===== config.mk =====
export PLATFORM = sky130hd
export DESIGN_NAME = fetch_sequencer_flat
export DESIGN_NICKNAME = d
export VERILOG_FILES = /design/src/rtl/cpu_pkg.sv /design/src/rtl/fetch_sequencer_if.sv /design/src/rtl/fetch_buffer.sv /design/src/rtl/fetch_sequencer.sv /design/src/flat_wrapper.sv
export SDC_FILE = /design/constraint.sdc
export NUM_CORES = 1
export LEC_CHECK = 0
export CAP_MARGIN = 20
export CORE_MARGIN = 8
export CORE_UTILIZATION = 40
export CTS_CLUSTER_DIAMETER = 120
export DETAILED_ROUTE_END_ITERATION = 8
export GPL_ROUTABILITY_DRIVEN = 0
export MAX_ROUTING_LAYER = met4
export PLACE_DENSITY = 0.72
export SLEW_MARGIN = 5
export SYNTH_ARGS = -nofsm -noshare
export SYNTH_HDL_FRONTEND = slang
export SYNTH_SLANG_ARGS = --single-unit

===== constraint.sdc =====
create_clock -name clk -period 4.7 [get_ports clk]
set_input_delay 0.94 -clock clk [delete_from_list [all_inputs] [get_ports clk]]
set_output_delay 0.94 -clock clk [all_outputs]
set_load 0.1 [all_outputs]

===== src/rtl/cpu_pkg.sv =====
// cpu_pkg
// Shared definitions for the fetch sequencer slice:
//   - fetch_state_t : fetch FSM state encoding (WAIT / REQ / HALTED)
//   - DEFAULT_RESET_PC, DEFAULT_TRAP_VEC : default PC values for reset and trap
//   - align_pc()    : clears the two low bits of a PC value
package cpu_pkg;

  typedef enum logic [1:0] {
    WAIT   = 2'd0,
    REQ    = 2'd1,
    HALTED = 2'd2
  } fetch_state_t;

  localparam logic [31:0] DEFAULT_RESET_PC = 32'h0000_0000;
  localparam logic [31:0] DEFAULT_TRAP_VEC = 32'h0000_0100;

  function automatic logic [31:0] align_pc(input logic [31:0] addr);
    return addr & ~32'd3;
  endfunction

endpackage


===== src/rtl/fetch_sequencer_if.sv =====
// fetch_sequencer_if
// Bundles the instruction-memory request channel and the decode-side buffer channel.
//   imem_req/imem_addr   : fetch request and address (sequencer -> memory)
//   imem_ack/imem_rdata  : one-cycle completion pulse and returned word (memory -> sequencer)
//   if_valid/if_pc/if_instr : buffered instruction (sequencer -> decode)
//   if_ready             : decode accepts the buffer (decode -> sequencer)
// Modports: master = fetch sequencer side, slave = memory/decode side.
interface fetch_sequencer_if;
  logic        imem_req;
  logic [31:0] imem_addr;
  logic        imem_ack;
  logic [31:0] imem_rdata;
  logic        if_valid;
  logic [31:0] if_pc;
  logic [31:0] if_instr;
  logic        if_ready;

  modport master (
    output imem_req, imem_addr, if_valid, if_pc, if_instr,
    input  imem_ack, imem_rdata, if_ready
  );

  modport slave (
    input  imem_req, imem_addr, if_valid, if_pc, if_instr,
    output imem_ack, imem_rdata, if_ready
  );
endinterface


===== src/rtl/fetch_buffer.sv =====
// fetch_buffer
// Single-entry valid/ready holding register between fetch and decode.
//   clk, rst_n          : clock, synchronous active-low reset
//   load                : capture load_pc/load_instr and mark the entry valid
//   load_pc, load_instr : PC and instruction word to capture
//   flush               : drop the held entry (redirect)
//   ready               : consumer takes the entry this cycle
//   valid               : entry is held
//   out_pc, out_instr   : held PC and instruction word
module fetch_buffer (
  input  logic        clk,
  input  logic        rst_n,
  input  logic        load,
  input  logic [31:0] load_pc,
  input  logic [31:0] load_instr,
  input  logic        flush,
  input  logic        ready,
  output logic        valid,
  output logic [31:0] out_pc,
  output logic [31:0] out_instr
);

  // A load always wins: the sequencer only loads when the entry is already
  // empty or being taken, and never loads in a redirect cycle.
  always_ff @(posedge clk) begin
    if (!rst_n) begin
      valid     <= 1'b0;
      out_pc    <= '0;
      out_instr <= '0;
    end else if (load) begin
      valid     <= 1'b1;
      out_pc    <= load_pc;
      out_instr <= load_instr;
    end else if (flush || (valid && ready)) begin
      valid     <= 1'b0;
    end
  end

endmodule


===== src/rtl/fetch_sequencer.sv =====
// fetch_sequencer
// Owns the program counter and issues one-at-a-time instruction fetches,
// holding each returned word in a single-entry buffer for decode.
//   clk, rst_n        : clock, synchronous active-low reset
//   redirect_valid    : one-cycle taken branch/jump pulse, target in redirect_target
//   trap_valid        : one-cycle pulse redirecting to TRAP_VEC (wins over redirect_valid)
//   halt              : level, stops launching new fetches
//   bus (master)      : imem req/addr/ack/rdata and decode if_valid/if_pc/if_instr/if_ready
//   pc_misaligned     : one-cycle pulse after a redirect whose target had [1:0]!=0
//   pc                : architectural next-fetch PC
module fetch_sequencer
  import cpu_pkg::*;
#(
  parameter logic [31:0] RESET_PC = DEFAULT_RESET_PC,
  parameter logic [31:0] TRAP_VEC = DEFAULT_TRAP_VEC
) (
  input  logic                      clk,
  input  logic                      rst_n,
  input  logic                      redirect_valid,
  input  logic [31:0]               redirect_target,
  input  logic                      trap_valid,
  input  logic                      halt,
  fetch_sequencer_if.master         bus,
  output logic                      pc_misaligned,
  output logic [31:0]               pc
);

  fetch_state_t state, state_next;
  logic         launch;
  logic         load;
  logic         drop;
  logic         redir;
  logic [31:0]  target;
  logic [31:0]  imem_addr_q;

  assign redir  = trap_valid || redirect_valid;
  assign target = align_pc(trap_valid ? TRAP_VEC : redirect_target);

  assign bus.imem_req  = (state == REQ);
  assign bus.imem_addr = imem_addr_q;

  always_ff @(posedge clk) begin
    if (!rst_n) state <= WAIT;
    else        state <= state_next;
  end

  // An ack only delivers an instruction when no redirect made it stale,
  // either earlier in the transaction (drop) or in the ack cycle itself.
  always_comb begin
    state_next = state;
    launch     = 1'b0;
    load       = 1'b0;
    case (state)
      WAIT: begin
        if (halt) begin
          state_next = HALTED;
        end else if (!bus.if_valid || bus.if_ready) begin
          state_next = REQ;
          launch     = 1'b1;
        end
      end
      REQ: begin
        if (bus.imem_ack) begin
          state_next = WAIT;
          load       = !drop && !redir;
        end
      end
      HALTED: begin
        if (!halt) state_next = WAIT;
      end
      default: state_next = WAIT;
    endcase
  end

  // A launch coinciding with a redirect fetches from the new target so the
  // request is never stale.
  always_ff @(posedge clk) begin
    if (!rst_n) begin
      pc            <= RESET_PC;
      imem_addr_q   <= '0;
      pc_misaligned <= 1'b0;
    end else begin
      if (redir)     pc <= target;
      else if (load) pc <= pc + 32'd4;
      if (launch)    imem_addr_q <= redir ? target : pc;
      pc_misaligned <= redirect_valid && !trap_valid && (redirect_target[1:0] != 2'b00);
    end
  end

  // Remembers that the outstanding request was overtaken by a redirect.
  always_ff @(posedge clk) begin
    if (!rst_n) begin
      drop <= 1'b0;
    end else if (state == REQ) begin
      if (bus.imem_ack) drop <= 1'b0;
      else if (redir)   drop <= 1'b1;
    end else begin
      drop <= 1'b0;
    end
  end

  fetch_buffer u_buffer (
    .clk        (clk),
    .rst_n      (rst_n),
    .load       (load),
    .load_pc    (pc),
    .load_instr (bus.imem_rdata),
    .flush      (redir),
    .ready      (bus.if_ready),
    .valid      (bus.if_valid),
    .out_pc     (bus.if_pc),
    .out_instr  (bus.if_instr)
  );

endmodule


===== src/flat_wrapper.sv =====
// flat-port wrapper written by rule: the top's interface ports become plain ports
module fetch_sequencer_flat import cpu_pkg::*;
#(
  parameter logic [31:0] RESET_PC = DEFAULT_RESET_PC,
  parameter logic [31:0] TRAP_VEC = DEFAULT_TRAP_VEC
)
  (clk, rst_n, redirect_valid, redirect_target, trap_valid, halt, pc_misaligned, pc, bus_imem_req, bus_imem_addr, bus_if_valid, bus_if_pc, bus_if_instr, bus_imem_ack, bus_imem_rdata, bus_if_ready);
  fetch_sequencer_if bus_i ();
  input  logic clk;
  input  logic rst_n;
  input  logic redirect_valid;
  input  logic [31:0] redirect_target;
  input  logic trap_valid;
  input  logic halt;
  output logic pc_misaligned;
  output logic [31:0] pc;
  output wire logic [$bits(bus_i.imem_req)-1:0] bus_imem_req;
  output wire logic [$bits(bus_i.imem_addr)-1:0] bus_imem_addr;
  output wire logic [$bits(bus_i.if_valid)-1:0] bus_if_valid;
  output wire logic [$bits(bus_i.if_pc)-1:0] bus_if_pc;
  output wire logic [$bits(bus_i.if_instr)-1:0] bus_if_instr;
  input wire logic [$bits(bus_i.imem_ack)-1:0] bus_imem_ack;
  input wire logic [$bits(bus_i.imem_rdata)-1:0] bus_imem_rdata;
  input wire logic [$bits(bus_i.if_ready)-1:0] bus_if_ready;
  assign bus_imem_req = bus_i.imem_req;
  assign bus_imem_addr = bus_i.imem_addr;
  assign bus_if_valid = bus_i.if_valid;
  assign bus_if_pc = bus_i.if_pc;
  assign bus_if_instr = bus_i.if_instr;
  assign bus_i.imem_ack = bus_imem_ack;
  assign bus_i.imem_rdata = bus_imem_rdata;
  assign bus_i.if_ready = bus_if_ready;
  fetch_sequencer #(.RESET_PC(RESET_PC), .TRAP_VEC(TRAP_VEC)) u_core (.clk(clk), .rst_n(rst_n), .redirect_valid(redirect_valid), .redirect_target(redirect_target), .trap_valid(trap_valid), .halt(halt), .bus(bus_i), .pc_misaligned(pc_misaligned), .pc(pc));
endmodule

* After elaboration in Yosys (flattened, before gate mapping)
Cells that the tools add are included.
W data, S select, Z words.
** Word-level totals
- Register bits after elaboration :: 133
- Input bits :: 71
- Output and inout port bits :: 131
- Logic and storage cells :: 51
** Operators by class
- Add/sub/neg operators :: 1
- Eq/ne operators :: 5
- Mux-type cells :: 16
- Bitwise gates (word level) :: 2
- Reduce and logical (&&, ||, !) cells :: 18
** Operator list (number)
- $mux W32 :: 4
- $add A32 B3 Y32 const B :: 1
- $mux W2 :: 4
- $mux W1 :: 7
- $pmux W2 S3 :: 1
- $reduce_bool A2 Y1 :: 3
- $logic_and A1 B1 Y1 :: 4
- $logic_not A1 Y1 :: 4
- $logic_or A1 B1 Y1 :: 3
- $ne A3 B2 Y1 const B :: 1
- $reduce_and A3 Y1 :: 1
- $reduce_or A3 Y1 :: 1
- $eq A2 B1 Y1 const B :: 1
- $eq A2 B2 Y1 const B :: 1
- $logic_not A2 Y1 :: 1
- $ne A2 B1 Y1 const B :: 1
- $ne A2 B2 Y1 const B :: 1
- $not A1 Y1 :: 2
- $reduce_or A2 Y1 :: 1

* Longest topological paths before layout
Gate-level depths: netlist (run 1).
- Depth in word-level cells :: 7
- Depth in mapped cells :: 8
- Gate-level depth less buffers :: 5

* Cells and area by module
Synthesis (run 1) repeated with hierarchy kept, for this count alone.
** Second synthesis, totals
- Cell total of the unflattened synthesis :: 649
- Area, all modules :: 5955.7 um^2
** By module, submodules not included
- fetch_sequencer :: times used 1, cells each 440, area each 3497.1 um^2, sequential area each 1281.2 um^2
- fetch_buffer :: times used 1, cells each 209, area each 2458.6 um^2, sequential area each 1301.2 um^2

* Worst setup path before layout (run 1)
Ideal clock, no wire load.
- Path type :: reg2out
- Start :: register u_core.state[0]
- End :: output port bus_imem_req
- Arrival time :: 1748 ps
- Slack :: 2012 ps
- Cell stages (with the launch flop) :: 2
- Buffers on the path :: 0
- Cell sequence :: dfxtp_1 nor2b_1
** On the way
- Longest elaborated chain between the ends :: 1
** Ends and longest elaborated chain
- start, declared :: RTL line fetch_sequencer.sv:28 : fetch_state_t state, state_next;
- start signal, assigned :: RTL line fetch_sequencer.sv:44 : else state <= state_next;
- $eq A2 B1 Y1 :: RTL line fetch_sequencer.sv:39 : assign bus.imem_req = (state == REQ);
- end, declared :: RTL line flat_wrapper.sv:17 : output wire logic [$bits(bus_i.imem_req)-1:0] bus_imem_req;
No other way between the ends.

* Worst setup path in the final report (run 1)
- Start :: register u_core.pc[15]
- End :: output port pc[15]
** RTL lines
- start, declared :: RTL line fetch_sequencer.sv:25 : output logic [31:0] pc
- start signal, assigned :: RTL line fetch_sequencer.sv:83 : if (redir) pc <= target;
- start signal, assigned :: RTL line fetch_sequencer.sv:84 : else if (load) pc <= pc + 32'd4;
- end, declared :: RTL line flat_wrapper.sv:16 : output logic [31:0] pc;
No word-level cell between the ends.

==> qor.txt, run 1 <==
Minimum clock period - 3.181 ns
Share of layout cells above drive strength 1 - 6.181%
Post-synthesis mux area share - 5.767%
Hold Startpoint - u_core.u_buffer.out_pc[31]
Count leader, synth - nand2_1
Worst setup startpoint - u_core.pc[15]
Hpwl dp - 13520 µm
Pre-CTS worst setup slack - 1.537 ns
Critical path launch point type - register
Crit-path max FO - 9
CP Class - register to primary output
CTS Buf Count - 17
RSZ-0062 raised after global routing - false
Io pins - 202
Max VDD drop - 0.0002272 V
Worst slew pin tran - 1.070 ns
CP Capture Type - primary output
Cell count of the worst hold path - 2
Utilization after layout - 60.73%
CTS tree - done
Simple-Gate Fraction of Synth Area - 25.19%
Final Hold Fails - 0
Worst r2r src - u_core.pc[15]
Layout area overhead - 47.73%
Total congestion overflow - 0
Largest net degree at the start of global routing - 64
Critical Path RT - 3.76 ns
Clock insertion delay at the later pin of the skew report - 0.42 ns
Die Height - 135.7 µm
Largest family of logic cells by synthesized area - simple AND/OR/NAND/NOR gates
Core footprint - 13930 µm²
Initial antenna violation count - 1
Synth Flop Type - dfxtp_1
Clock Sinks - 127
Cell taking the most area after synthesis - dfxtp_1
H-tree levels - 4
Slew Limit Fails - 0
Chip Width - 135.7 µm
Cell Chain, Critical Path - clkdlybuf4s50_1
Slowest cell on the critical path - clkdlybuf4s50_1
DRC Markers - 0
Leak - 2.897 nW
Power Density - 366.9 nW/µm²
Pre-antenna DRT Iters - 8
Post-synth top area share - 44.39%
Via/cell ratio - 5.359
Worst hold slack - 0.4499 ns
Vias in the first global route - 5588
Layout Nets - 965
CP delay by family, top - buffers and inverters
Setup bufs post-CTS - 0
DRT antenna net count - 0
Rows - 43
Drt initial violations - 415
Post-Syn Instances - 723
Skew final - 0.009193 ns
Post-synth ARST share - 0%
DRT Wirelength - 19820 µm
Synth warn - 0
Yosys cell types - 54
Reg2Reg Depth - 5
Full die area - 18410 µm²
Synth Cell Area - 5728 µm²
Mean post-synth cell area - 7.923 µm²
Post-synth top cells - nand2_1, dfxtp_1, a21oi_1, nor3_1, clkbuf_1
Worst path max stage delay - 1.23 ns
CTS Buffer Depth - 2
Post-synth EDFFs - 0
Max Cap Violations - 0
FF-to-FF End - u_core.pc[28]
First-pass GRT wire length - 30370 µm
Final setup TNS - 0 ns
WP buf/inv - 1
Setup slack, reg-to-reg - 2.46 ns
Status - finished clean
Hold Buf Count CTS - 0
Synth Area in XOR/XNOR - 1.223%
Hold EP - u_core.u_buffer.out_pc[31]
Routed vias - 5825
Final setup fails - 0
Post_cts resized - 0
Routed wire length per instance - 18.24 µm
Area contributors post-synth - dfxtp_1, nand2_1, a21oi_1, mux2i_1, nor3_1
Slew Limit Headroom - 28.47%
Post-synthesis register bit count - 127
Hold Path Class - register to register
Register area share after synthesis - 44.39%
CTS Root Cell - clkbuf_16
Compound-gate portion of the synthesized area - 18.61%
Overall power - 3.104 mW
Setup ws final - 1.519 ns
Data arrival time of the worst path - 2.24 ns
Max Clock Freq - 314.4 MHz
Clk slew on worst S/H paths - 0.06 ns
GRT Overall Usage - 21.55%
Initial Util - 41.11%
Tcrit/Tclk final - 67.68%
Adder and majority cell fraction of the synthesized area - 0.2184%
Filler Cells Inserted - 1253
Port Buf Inserts - 195
==> worst max path at each step <==
stage                                               end  slack [ns]  cells after the start
after global placement    u_core.u_buffer.out_instr[10]        1.60                      6
after floorplan                            bus_imem_req        2.01                      1
after CTS                                        pc[17]        1.54                      1
after global routing                             pc[15]        1.50                      1
final                                            pc[15]        1.52                      1
after detailed placement   u_core.u_buffer.out_instr[4]        1.54                      6
==> per-stage QoR <==
step | area, µm² | std cells
6_report | 8462 | 1087
5_1_grt | 8462 | 1087
4_1_cts | 8459 | 1086
3_5_place_dp | 7756 | 1054
3_3_place_gp | 7756 | 1054
2_1_floorplan | 5747 | 728
==> cell usage in the layout (no fill, tap or decap), types with 3 or more instances in the layout <==
cell type,instances
nor3_1,46
o221ai_1,3
nor2_1,40
conb_1,6
and2_1,4
nand4_1,8
and4_1,4
nand3_1,11
mux2i_1,33
clkinv_2,3
xor2_1,6
clkdlybuf4s50_1,194
a211oi_1,5
nand2_1,162
buf_4,10
a21oi_1,90
bufinv_16,7
nor4_1,5
clkbuf_16,17
o211a_1,4
a22oi_1,3
dfxtp_1,127
nor2b_1,14
a21boi_0,26
clkbuf_8,3
o21ai_0,27
o211ai_1,3
==> registers in the layout, summed over array words and instances (netlist names) <==
register / flops
u_core.pc_misaligned: 1
u_core.pc: 30
u_core.u_buffer.out_pc: 30
u_core.u_buffer.valid: 1
u_core.u_buffer.out_instr: 32
u_core.state: 2
u_core.drop: 1
u_core.bus.imem_addr: 30
==> tightest hold or removal path, cell delays in order (launching register included) <==
cell and delay, ns:
dfxtp_1 0.30, nand2_1 0.05, a21boi_1 0.05
==> layer usage <==
metal / wire [µm] / global-route usage [%] / vias up
met5: 0 / - / -
met4: 326 / 7.835 / 0
met3: 1915 / 7.047 / 29
met2: 8946 / 32.52 / 262
met1: 8635 / 26.28 / 2681
li1: - / - / 2853
==> power breakdown <==
| group | switching, mW | total (mW) | internal [mW] |
|---|---|---|---|
| sequential | 0.0253 | 1.12 | 1.10 |
| combinational | 0.282 | 0.410 | 0.128 |
| clock | 0.485 | 1.57 | 1.09 |
==> logic make-up after synthesis <==
kind of cell / count (synthesis)
AOI/OAI and AO/OA: 177
buffers and inverters: 62
other: 1
muxes: 33
and+or+nand+nor: 314
xor gates and xnor gates: 8
adders and majority gates: 1
DFF: 127
==> area by class of cell <==
type | instances | area (µm²) | area share, %
Antenna cell | 1 | 2.502 | 0.02957
Clock buffer | 21 | 470.5 | 5.560
Clock inverter | 11 | 232.7 | 2.750
Inverter | 3 | 11.26 | 0.1331
Multi-Input combinational cell | 539 | 2955 | 34.93
Sequential cell | 127 | 2542 | 30.05
Tap cell | 180 | 225.2 | 2.662
Timing Repair Buffer | 205 | 2022 | 23.89
Note: power is estimated with default switching activity, not from simulation.
==> inputs of run 2 (changes only) <==
clock period = 3.3 ns   (was 4.7 ns; I/O delays follow)
==> qor.txt, run 2 (synthesis results as in run 1) <==
Placed Cells - 1064 (+0.95%)
Setup ws final - 1.040 ns (-0.4790 ns)
Worst hold slack - 0.4521 ns (+0.002205 ns)
Max VDD drop - 0.0003796 V (+67%)
Clk slew on worst S/H paths - 0.05 ns (about the same)
Pre-antenna DRT Iters - 5 (-3)
Setup slack, reg-to-reg - 1.07 ns (-1.39 ns)
Sw Share - 27.63% (+2.1 points)
Hpwl dp - 13870 µm (+2.6%)
CTS Root Cell - clkbuf_16
Critical Path RT - 3.60 ns (-0.16 ns)
CTS Buffer Depth - 2 (unchanged)
Top reg by flops - u_core.u_buffer.out_instr
Initial antenna violation count - 1 (unchanged)
Clock insertion delay at the later pin of the skew report - 0.41 ns (about the same)
DRT Wirelength - 19440 µm (-1.9%)
Reg2Reg Depth - 5 (unchanged)
Max Clock Freq - 442.5 MHz
DRT antenna net count - 0 (unchanged)
WL met1 - 8651 µm (+0.19%)
Worst path max stage delay - 0.51 ns (-0.72 ns)
Metal3 WL - 1845 µm (-3.7%)
Slew Limit Headroom - 51.86% (+23 points)
Most common cell after layout, fill and taps aside - nand2_1
Top Layer Used - met4
Status - finished clean
Worst setup startpoint - bus_imem_ack
Utilization after layout - 58.21% (-2.5 points)
Drt initial violations - 451 (+8.7%)
Full die area - 18410 µm² (unchanged)
GRT Overall Usage - 21.35% (-0.20 points)
Data arrival time of the worst path - 2.56 ns (+0.32 ns)
Hold Buf Count CTS - 0 (unchanged)
Minimum clock period - 2.260 ns
Routed wire length per instance - 17.72 µm (-2.8%)
Setup bufs post-CTS - 0 (unchanged)
Post-route design area - 8112 µm² (-4.1%)
H-tree levels - 4 (unchanged)
WL met2 - 8651 µm (-3.3%)
Crit-path max FO - 15 (+6)
Chip Width - 135.7 µm (unchanged)
Clock power share - 45.1% (-5.5 points)
Logic gate share of total power - 14.6% (+1.4 points)
Total congestion overflow - 0 (unchanged)
Share of layout cells above drive strength 1 - 20.41% (+14 points)
Die Height - 135.7 µm (unchanged)
Max Cap Violations - 0 (unchanged)
Via/cell ratio - 5.324 (-0.66%)
Core footprint - 13930 µm² (unchanged)
Cell Int Power - 2.878 mW (+24%)
Layout Nets - 975 (+1.0%)
Post-Layout Cell Count - 1097 (+0.92%)
Tcrit/Tclk final - 68.48%
Skew final - 0.006103 ns (-0.003090 ns)
Slew Limit Fails - 0 (unchanged)
Critical path launch point type - input pin
Most frequent cells in the layout - nand2_1, buf_4, dfxtp_1
DRC Markers - 0 (unchanged)
FF+latch area - 2542 µm² (unchanged)
Largest net degree at the start of global routing - 63 (-1.6%)
Cell Chain, Critical Path - clkdlybuf4s50_1 > and4bb_2 > nand4_1 > nor3_1 > xor2_1 > a32o_1
Port Buf Inserts - 195 (unchanged)
Initial Util - 41.11% (unchanged)
Leak - 3.140 nW (+8.4%)
Io pins - 202 (unchanged)
End point of the critical path - u_core.pc[26]
Hold Path Class - register to register
Filler Cells Inserted - 1319 (+5.3%)
Clock Sinks - 127 (unchanged)
Layout area overhead - 41.61%
Worst r2r src - u_core.pc[17]
Overall power - 3.976 mW (+28%)
CTS tree - done
CTS Buf Count - 17 (unchanged)
Final Hold Fails - 0 (unchanged)
First-pass GRT wire length - 30290 µm (-0.25%)
Placed Area - 7543 µm² (-2.7%)
FF-to-FF End - u_core.pc[28]
CP Capture Type - register
NetSw - 1.099 mW (+39%)
Post_cts resized - 0 (unchanged)
CP Class - input pin to register
Area of the multi-input gates - 2955 µm² (unchanged)
Worst slew pin tran - 0.7214 ns (-0.3482 ns)
Routed vias - 5840 (+0.26%)
Final setup TNS - 0 ns (unchanged)
Pre-CTS worst setup slack - 0.6609 ns (-0.8764 ns)
RSZ-0062 raised after global routing - false
Power share of the sequential group - 40.2% (+4.0 points)
Power Density - 490.2 nW/µm² (+34%)
Final setup fails - 0 (unchanged)
Rows - 43 (unchanged)
Vias in the first global route - 5478 (-2.0%)
Slowest cell on the critical path - clkdlybuf4s50_1
Max reg flops - 32 (unchanged)
==> run 2: changes by cell type in the layout (fill, tap and decap cells not counted) <==
cell             previous run  this run
bufinv_16                   7         1
buf_4                      10       143
clkbuf_1                    1         5
buf_12                      0         2
clkdlybuf4s50_1           194        69
clkbuf_8                    3         5
==> run 2: power groups by stage <==
| stage | sequential (mW) | combinational [mW] | clock, mW |
|---|---|---|---|
| 6_report | 1.60 | 0.582 | 1.79 |
| 5_1_grt | 1.60 | 0.614 | 1.90 |
| 4_1_cts | 1.60 | 0.582 | 1.82 |
| 3_5_place_dp | 1.63 | 0.580 | 0 |
| 3_3_place_gp | 1.63 | 0.578 | 0 |
| 2_1_floorplan | 1.81 | 0.203 | 0 |
==> run 2: per-layer routing <==
layer  vias up  GRT usage, %
met5         -             -
met1      2686         27.30
met2       264         31.32
li1       2865             -
met3        25         6.677
met4         0         6.848
==> run 2: critical path: cells and delay by family <==
| family | cells | cell delay, ns |
|---|---|---|
| simple gates | 3 | 1.08 |
| buf+inv | 1 | 0.51 |
| xor+xnor | 1 | 0.09 |
| compound gates | 1 | 0.21 |
==> run 2: area by class of cell <==
| type | instances | area share [%] |
|---|---|---|
| multi-input cells | 539 | 36.43 |
| flip-flops and latches | 127 | 31.34 |
| repair buffers | 215 | 22.30 |
| clock buffers | 27 | 6.324 |
| well taps | 180 | 2.776 |
| clock inverters | 5 | 0.6478 |
| inverters | 3 | 0.1388 |
| diodes | 1 | 0.03085 |
==> run 2: how the worst min path moves through the flow <==
stage	from	endpoint	slack (ns)	cells past startpoint
after detailed placement	u_core.u_buffer.out_pc[2]	u_core.u_buffer.out_pc[2]	0.45	2
after floorplan	u_core.state[0]	u_core.state[1]	0.44	1
after CTS	u_core.u_buffer.out_pc[2]	u_core.u_buffer.out_pc[2]	0.45	2
after global routing	u_core.u_buffer.out_pc[7]	u_core.u_buffer.out_pc[7]	0.47	2
after global placement	u_core.u_buffer.out_pc[8]	u_core.u_buffer.out_pc[8]	0.44	2
final	u_core.u_buffer.out_pc[7]	u_core.u_buffer.out_pc[7]	0.45	2
==> inputs of run 3 (changes only) <==
PLACE_DENSITY = 0.75   (was 0.72)
clock period = 2.06 ns   (was 3.3 ns; I/O delays follow)
==> qor.txt, run 3 (synthesis results as in run 1) <==
GRT Overall Usage - 22.39% (+1.0 points)
Rows - 43 (unchanged)
Post-Layout Cell Count - 1132 (+3.2%)
CP Class - register to register
Share of layout cells above drive strength 1 - 26.79% (+6.4 points)
Power Density - 738.1 nW/µm² (+51%)
Routed vias - 6036 (+3.4%)
CTS Buf Count - 17 (unchanged)
Hold Buf Count CTS - 0 (unchanged)
Routed wire length per instance - 17.87 µm (+0.88%)
Cell Chain, Critical Path - nand4_2 > or4_1 > nor3_2 > mux2i_1 > a211oi_2
Critical Path RT - 2.36 ns (-1.24 ns)
Layout area overhead - 49.24%
Hold Path Class - register to register
Vias in the first global route - 5931 (+8.3%)
Clock Sinks - 127 (unchanged)
Max Cap Violations - 0 (unchanged)
Setup slack, reg-to-reg - 0.14 ns (-0.93 ns)
Setup bufs post-CTS - 0 (unchanged)
Core footprint - 13930 µm² (unchanged)
Data arrival time of the worst path - 2.22 ns (-0.34 ns)
CP delay by family, top - simple AND/OR/NAND/NOR gates
DRT Wirelength - 20230 µm (+4.1%)
Tcrit/Tclk final - 93.19%
Initial antenna violation count - 0 (-1)
Post_cts resized - 0 (unchanged)
Skew final - 0.004447 ns (-0.001656 ns)
Filler Cells Inserted - 1246 (-5.5%)
DRT antenna net count - 0 (unchanged)
CP Capture Type - register
Layout Nets - 1011 (+3.7%)
Final Hold Fails - 0 (unchanged)
CTS Root Cell - clkbuf_16
Worst path max stage delay - 0.71 ns (+0.20 ns)
Leak - 3.371 nW (+7.4%)
Overall power - 6.309 mW (+59%)
Chip Width - 135.7 µm (unchanged)
Most common cell after layout, fill and taps aside - buf_4
WP buf/inv - 0 (-1)
Top reg by flops - u_core.u_buffer.out_instr
Die Height - 135.7 µm (unchanged)
Antenna Cells - 0 (-1)
Initial Util - 41.11% (unchanged)
Placed Cells - 1100 (+3.4%)
Critical path launch point type - register
Max reg flops - 32 (unchanged)
Max VDD drop - 0.0005095 V (+34%)
Pre-antenna DRT Iters - 5 (unchanged)
First-pass GRT wire length - 31540 µm (+4.1%)
H-tree levels - 4 (unchanged)
Minimum clock period - 1.920 ns
Clk slew on worst S/H paths - 0.06 ns (about the same)
Worst hold slack - 0.4527 ns (+0.0005180 ns)
Hpwl dp - 14820 µm (+6.9%)
Io pins - 202 (unchanged)
Drt initial violations - 488 (+8.2%)
CTS tree - done
Via/cell ratio - 5.332 (+0.16%)
Total congestion overflow - 0 (unchanged)
Crit-path max FO - 6 (-9)
RSZ-0062 raised after global routing - false
Most frequent cells in the layout - buf_4, nand2_1, dfxtp_1
DRC Markers - 0 (unchanged)
Largest net degree at the start of global routing - 63 (unchanged)
Full die area - 18410 µm² (unchanged)
Status - finished clean
Clock insertion delay at the later pin of the skew report - 0.42 ns (about the same)
Final setup fails - 0 (unchanged)
Port Buf Inserts - 195 (unchanged)
CTS Buffer Depth - 2 (unchanged)
Slew Limit Fails - 0 (unchanged)
Slowest cell on the critical path - or4_1
Max Clock Freq - 520.9 MHz
[run 3: changes by cell type in the layout (fill, tap and decap cells not counted), moves of 2 or more]
| cell | change |
|---|---|
| clkinv_4 | +2 |
| clkbuf_1 | -3 |
| dfxtp_4 | +10 |
| dfxtp_2 | +17 |
| dfxtp_1 | -27 |
| clkinv_2 | +5 |
| buf_12 | +10 |
| clkbuf_8 | -4 |
| buf_4 | +26 |
[run 3: final timing paths]
check | start | to | depth (start not counted)
worst max-delay path | u_core.pc[16] | u_core.pc[27] | 5
worst min-delay path | u_core.u_buffer.out_pc[6] | u_core.u_buffer.out_pc[6] | 2
worst max register to register | u_core.pc[16] | u_core.pc[27] | 5
worst min register to register | u_core.u_buffer.out_pc[6] | u_core.u_buffer.out_pc[6] | 2
[run 3: layout make-up]
type                    instances  area, µm²  area share, %
multi-input cells             539       2964          34.68
flip-flops and latches        127       2601          30.43
repair buffers                251       2205          25.79
clock buffers                  20      446.7          5.225
well taps                     180      225.2          2.635
clock inverters                12      95.09          1.112
inverters                       3      11.26         0.1317
[run 3: worst min-delay path: stages (launching register included)]
cell and delay [ns]:
dfxtp_1 0.30, nand2_1 0.05, a21oi_1 0.05
[run 3: layer usage]
layer	vias up	wire, µm	share of wire, %	global-route usage [%]
met2	280	9243	46	34.25
met3	45	1733	8.6	5.898
met1	2772	8716	43	27.45
met5	-	0	0	-
met4	0	539	2.7	9.130
li1	2939	-	-	-
[run 3: report_power, final]
group / switching (mW) / internal (mW)
sequential: 0.0406 / 2.50
combinational: 0.675 / 0.340
clock: 1.09 / 1.67
total: 1.80 / 4.51
[run 3: per-stage QoR]
stage	area (µm²)	setup TNS (ns)	setup WS, ns	util (%)
detailed placement	8000	-2.447	-0.1630	57.41
global route	8548	0	0.04959	61.35
CTS	8542	0	0.1134	61.30
global placement	8000	-1.332	-0.1048	57.41
floorplan	5808	0	0.0008007	-
finish	8548	0	0.1403	61.35
